### src/rtl/rx_filt_pkg.sv
// Shared types and constants for the receive matched filter.
// RX_COEF is a symmetric 17-tap pulse-shaping response in 1s17.
package rx_filt_pkg;

    localparam int unsigned RX_SAMPLE_W    = 18;
    localparam int unsigned RX_NUM_TAPS    = 17;
    localparam int unsigned RX_NUM_PAIRS   = 8;
    localparam int unsigned RX_PREADD_W    = 19;
    localparam int unsigned RX_PROD_W      = 37;
    localparam int unsigned RX_ACC_W       = 41;
    localparam int unsigned RX_FRAC_W      = 17;
    localparam int unsigned RX_PHASE_W     = 2;
    localparam int          RX_SLICER_THR  = 65536;

    typedef logic signed [RX_SAMPLE_W-1:0] sample_t;

    // Valid flag and symbol phase travelling alongside each pipeline stage
    typedef struct packed {
        logic                  vld;
        logic [RX_PHASE_W-1:0] ph;
    } rx_tag_t;

    localparam sample_t RX_COEF [0:RX_NUM_TAPS-1] = '{
        sample_t'(-1001), sample_t'(-2003), sample_t'(0),     sample_t'(4001),
        sample_t'(8000),  sample_t'(16385), sample_t'(24000), sample_t'(30001),
        sample_t'(32767),
        sample_t'(30001), sample_t'(24000), sample_t'(16385), sample_t'(8000),
        sample_t'(4001),  sample_t'(0),     sample_t'(-2003), sample_t'(-1001)
    };

    // 4-ASK decision: 00 strong negative, 01 weak negative, 10 weak positive, 11 strong positive
    function automatic logic [1:0] rx_slice(input sample_t s);
        if (s < -RX_SLICER_THR)
            return 2'b00;
        else if (s < 0)
            return 2'b01;
        else if (s < RX_SLICER_THR)
            return 2'b10;
        else
            return 2'b11;
    endfunction

endpackage

### src/rtl/rx_round_sat.sv
// Rounds a 41-bit accumulator (2^-17 LSB) half-up to 1s17 and saturates to the sample range.
module rx_round_sat
    import rx_filt_pkg::*;
(
    input  logic signed [RX_ACC_W-1:0]    acc,
    output logic signed [RX_SAMPLE_W-1:0] y_c
);

    localparam int unsigned Q_W = RX_ACC_W - RX_FRAC_W;
    localparam logic signed [Q_W-1:0] Q_MAX = Q_W'(131071);
    localparam logic signed [Q_W-1:0] Q_MIN = Q_W'(-131072);

    logic signed [RX_ACC_W-1:0] rnd_c;
    logic signed [Q_W-1:0]      q_c;

    always_comb begin
        rnd_c = acc + RX_ACC_W'(65536);
        q_c   = Q_W'(rnd_c >>> RX_FRAC_W);
        if (q_c > Q_MAX)
            y_c = RX_SAMPLE_W'(131071);
        else if (q_c < Q_MIN)
            y_c = RX_SAMPLE_W'(-131072);
        else
            y_c = q_c[RX_SAMPLE_W-1:0];
    end

endmodule

### src/rtl/rx_matched_filt.sv
// 17-tap folded matched filter with symbol decimation and optional 4-ASK slicer.
// Define RX_SLICER_EN to build the slicer; otherwise dec is tied to 2'b00.
module rx_matched_filt
    import rx_filt_pkg::*;
(
    input  logic                          clk,
    input  logic                          reset,
    input  logic                          sam_en,
    input  logic signed [RX_SAMPLE_W-1:0] x_in,
    input  logic [RX_PHASE_W-1:0]         sym_phase,
    output logic signed [RX_SAMPLE_W-1:0] y,
    output logic                          y_valid,
    output logic signed [RX_SAMPLE_W-1:0] sym_out,
    output logic                          sym_valid,
    output logic [1:0]                    dec
);

    sample_t                    taps [RX_NUM_TAPS];
    logic signed [RX_PREADD_W-1:0] pre  [RX_NUM_PAIRS+1];
    logic signed [RX_PROD_W-1:0]   prod [RX_NUM_PAIRS+1];
    logic signed [RX_ACC_W-1:0]    acc_c;
    logic signed [RX_ACC_W-1:0]    sum_q;
    logic signed [RX_SAMPLE_W-1:0] rs_c;
    logic [RX_PHASE_W-1:0]         ph_cnt;
    rx_tag_t                       tap_tag, pre_tag, mul_tag, sum_tag;
    logic                          hit_c;

    // Delay line and phase counter move only on the sample strobe
    always_ff @(posedge clk) begin
        if (reset) begin
            for (int i = 0; i < RX_NUM_TAPS; i++) taps[i] <= '0;
            ph_cnt  <= '0;
            tap_tag <= '0;
        end else begin
            tap_tag <= '{vld: sam_en, ph: ph_cnt};
            if (sam_en) begin
                taps[0] <= x_in;
                for (int i = 1; i < RX_NUM_TAPS; i++) taps[i] <= taps[i-1];
                ph_cnt <= ph_cnt + RX_PHASE_W'(1);
            end
        end
    end

    // Pre-add, multiply and sum stages advance every clock
    always_ff @(posedge clk) begin
        if (reset) begin
            for (int i = 0; i <= RX_NUM_PAIRS; i++) begin
                pre[i]  <= '0;
                prod[i] <= '0;
            end
            sum_q   <= '0;
            pre_tag <= '0;
            mul_tag <= '0;
            sum_tag <= '0;
        end else begin
            for (int i = 0; i < RX_NUM_PAIRS; i++)
                pre[i] <= RX_PREADD_W'(taps[i]) + RX_PREADD_W'(taps[RX_NUM_TAPS-1-i]);
            pre[RX_NUM_PAIRS] <= RX_PREADD_W'(taps[RX_NUM_PAIRS]);
            for (int i = 0; i <= RX_NUM_PAIRS; i++)
                prod[i] <= RX_PROD_W'(pre[i]) * RX_PROD_W'(RX_COEF[i]);
            sum_q   <= acc_c;
            pre_tag <= tap_tag;
            mul_tag <= pre_tag;
            sum_tag <= mul_tag;
        end
    end

    always_comb begin
        acc_c = '0;
        for (int i = 0; i <= RX_NUM_PAIRS; i++) acc_c = acc_c + RX_ACC_W'(prod[i]);
    end

    rx_round_sat u_round_sat (
        .acc (sum_q),
        .y_c (rs_c)
    );

    assign hit_c = sum_tag.vld && (sum_tag.ph == sym_phase);

    // Output stage: full-rate sample plus the decimated symbol
    always_ff @(posedge clk) begin
        if (reset) begin
            y         <= '0;
            y_valid   <= 1'b0;
            sym_out   <= '0;
            sym_valid <= 1'b0;
        end else begin
            y_valid   <= sum_tag.vld;
            sym_valid <= hit_c;
            if (sum_tag.vld) y <= rs_c;
            if (hit_c) sym_out <= rs_c;
        end
    end

`ifdef RX_SLICER_EN
    always_ff @(posedge clk) begin
        if (reset)
            dec <= 2'b00;
        else if (hit_c)
            dec <= rx_slice(rs_c);
    end
`else
    assign dec = 2'b00;
`endif

endmodule

### config.mk
export PLATFORM = sky130hd
export DESIGN_NAME = rx_matched_filt
export DESIGN_NICKNAME = d
export VERILOG_FILES = /design/src/rtl/rx_filt_pkg.sv /design/src/rtl/rx_round_sat.sv /design/src/rtl/rx_matched_filt.sv
export SDC_FILE = /design/constraint.sdc
export NUM_CORES = 2
export LEC_CHECK = 0
export BUFFER_PORTS_ARGS = -buffer_cell sky130_fd_sc_hd__buf_2
export CORE_UTILIZATION = 40
export CTS_BUF_LIST = sky130_fd_sc_hd__clkbuf_8
export DETAILED_ROUTE_END_ITERATION = 12
export GPL_ROUTABILITY_DRIVEN = 0
export PLACE_DENSITY = 0.53
export SETUP_SLACK_MARGIN = 0.5
export SYNTH_ARGS = -nofsm -noshare
export SYNTH_HDL_FRONTEND = slang
export SYNTH_HIERARCHICAL = 1
export SYNTH_SLANG_ARGS = --single-unit
### constraint.sdc
create_clock -name clk -period 12.1 [get_ports clk]
set_input_delay 0 -clock clk [delete_from_list [all_inputs] [get_ports clk]]
set_output_delay 0 -clock clk [all_outputs]
set_load 0.05 [all_outputs]
==> metrics.md <==
| Metric | Value |
|---|---|
| Hold Path Origin | `reset` |
| End of the worst register-to-register path | `prod[0][329]` |
| Reg area | `18800 um2` |
| Vias after detailed routing | `45100` |
| Via density per instance | `4.88` |
| Worst Hold Path Cells | `3` |
| Clock slew at reported path FFs | `60 ps` |
| DRC violation count after routing | `0` |
| Number of global-route vias before repair | `47900` |
| Crit Path Class | `flip-flop to flip-flop` |
| Transition at the pin with the smallest max-transition slack | `between 1000 and 1500 ps` |
| Overall die area | `176000 um2` |
| Share of layout cells above drive strength 1 | `0.0524` |
| Post-synthesis average cell area | `between 10 and 15 um2` |
| Tightest slew margin relative to the limit | `0.249` |
| Synth Instances | `6684` |
| Worst R2R Start | `pre[8][8]` |
| Worst-case register-to-register setup slack | `approximately 5600 ps` |
| Number of H-tree levels | `4` |
| CTS Root Cell | `sky130_fd_sc_hd__clkbuf_8` |
| Number of buffers added on ports | `60` |
| Max-capacitance violation count | `0` |
| Fillers | `16600` |
| Total clock sinks | `788` |
| Length in cells of the worst reg-to-reg path | `21` |
| Clock buffer depth | `3` |
| Finish-stage setup viols | `0` |
| Count of boundary I/O pins | `63` |
| Initial core utilization | `0.405` |
| Nets | `between 8000 and 9000` |
| Req. time, crit path | `12830 ps` |
| Crit end category | `flip-flop` |
| Area overhead of the layout relative to synthesis | `8.99%` |
| Startpoint type of the worst setup path | `flip-flop` |
| Post-route antenna net violation count | `0` |
| RSZ-0062 raised after global routing | `no` |
| Number of antenna violations at the first check in global routing | `14` |
| Total track usage | `0.210` |
| Total iterations of the first detailed-routing run | `6` |
| Area taken by multi-input logic gates | `45600 um2` |
| Number of gates given a new drive strength after cts | `0` |
| Latest clock arrival within the worst-skew pair | `890 ps` |
| Synthesized area | `about 70000 um2` |
| Final global-route overflow total | `0` |
| Minimum clock period | `approximately 6500 ps` |
| Half-perimeter wire length after placement | `roughly 150000 um` |
| Pin count of the biggest net entering global routing | `roughly 200` |
| TritonCTS clock tree | `yes` |
| Crit-path max FO | `4` |
| Final Slew Violations | `0` |
| Max Clock Freq | `155 MHz` |
| Final setup TNS | `0 ps` |
| Worst hold endpoint | `prod[0][216]` |
| Worst EP arrival | `7190 ps` |
| Run status | `finished, final reports clean` |
| Overall die height | `420 um` |
| Type of the tightest min-delay check | `input pin to flip-flop` |
| Area inside the core boundary | `172000 um2` |
| Final count of hold timing violations | `0` |
| Drt wl/cell | `roughly 19 um` |
| Core Rows | `152` |
| Max Clock Skew | `48.1 ps` |
| Global-route wire length before repair | `281000 um` |
| Crit share post-route | `0.534` |
| CTS buffer count | `145` |
| Buffers inserted during post-CTS setup optimization | `0` |
| Total wire length | `178000 um` |
| Yosys synthesis warning count | `6` |
| Detailed Route Iter0 Violations | `around 2600` |
| DIE WIDTH | `420 um` |
-- placed cells by master (no fill, tap or decap), drive strengths merged, types with 11 or more instances in the layout --
cell	instances
buf	77
o21a	39
xnor2	176
a211oi	52
dlygate4sd3	40
nand3	56
and2	321
o21bai	33
a21oi	208
a31oi	32
xor2	166
or3	19
or2	23
fa	847
inv	1340
o21ai	186
dfxtp	482
nor2b	157
and3	32
o211ai	13
clkbuf	168
a21o	132
nor3	78
mux2	18
and4	13
nand2b	55
mux2i	43
o22ai	18
nor2	465
a21boi	11
clkinv	31
edfxtp	306
nand2	148
ha	962
o41ai	13
nand4	24
o31ai	14
-- per-stage QoR --
step | util | hold slack [ps] | cell area [um2] | setup slack [ps] | instances
floorplan | - | 198 | 69700 | 5680 | 6685
finish | 0.441 | 123 | 76000 | 5640 | 9252
CTS | 0.441 | 1.93 | 76000 | 5630 | 9250
global route | 0.441 | 62.3 | 76000 | 5230 | 9251
detailed placement | 0.421 | 283 | 72600 | 5680 | 8943
global placement | 0.421 | 282 | 72600 | 5660 | 8943
-- routing by layer --
metal / up-vias / GRT usage / routed length (um)
li1: 21900 / - / -
met1: 22300 / 0.289 / 84300
met2: 754 / 0.346 / 83000
met3: 222 / 0.0265 / 6660
met4: 4 / 0.0576 / 4290
met5: - / 0 / 27
-- worst max path at each step --
stage	to	from	slack [ps]	depth (start not counted)
after detailed placement	prod[0][329]	pre[8][8]	5680	21
after floorplan	prod[0][331]	pre[8][17]	5680	20
after global placement	prod[0][329]	pre[8][8]	5660	21
after CTS	prod[0][329]	pre[8][8]	5630	21
final	prod[0][329]	pre[8][8]	5640	21
after global routing	prod[0][329]	pre[8][8]	5230	21
-- cell type report --
class,count,area share
diodes,2,0.0000659
clock buffers,168,0.0304
clock inverters,99,0.00909
inverters,1284,0.0634
multi-input cells,4484,0.600
flip-flops and latches,788,0.248
well taps,2310,0.0380
repair buffers,117,0.0114
-- critical path, cell delays in order (launching register included) --
cell	delay [ps]
sky130_fd_sc_hd__dfxtp_1	450
sky130_fd_sc_hd__inv_1	160
sky130_fd_sc_hd__fa_1	650
sky130_fd_sc_hd__inv_1	120
sky130_fd_sc_hd__fa_1	500
sky130_fd_sc_hd__fa_1	520
sky130_fd_sc_hd__fa_1	500
sky130_fd_sc_hd__fa_1	490
sky130_fd_sc_hd__inv_1	50
sky130_fd_sc_hd__fa_1	470
sky130_fd_sc_hd__inv_1	40
sky130_fd_sc_hd__ha_1	320
sky130_fd_sc_hd__a21oi_1	230
sky130_fd_sc_hd__nand2_1	70
sky130_fd_sc_hd__nor2_1	80
sky130_fd_sc_hd__o21ai_1	110
sky130_fd_sc_hd__a311o_1	410
sky130_fd_sc_hd__o21ai_2	230
sky130_fd_sc_hd__o2111ai_1	240
sky130_fd_sc_hd__nor2b_1	190
sky130_fd_sc_hd__o22ai_1	140
sky130_fd_sc_hd__mux2_1	340
-- repair_timing --
item                                    CTS  global route
hold buffers                             40             0
endpoints found under the setup margin    0             0
hold endpoints to repair                163             0
-- state kept, by name, indices dropped and copies added, names as in the netlist --
signal     flops
tap_tag        3
sym_valid      1
y_valid        1
ph_cnt         2
taps         306
prod         254
pre          151
sym_out       18
pre_tag        3
mul_tag        3
sum_q         25
sum_tag        3
y             18
Power is not shown: default switching activity piles up to over one toggle a cycle in this logic, so the estimate is an artifact.
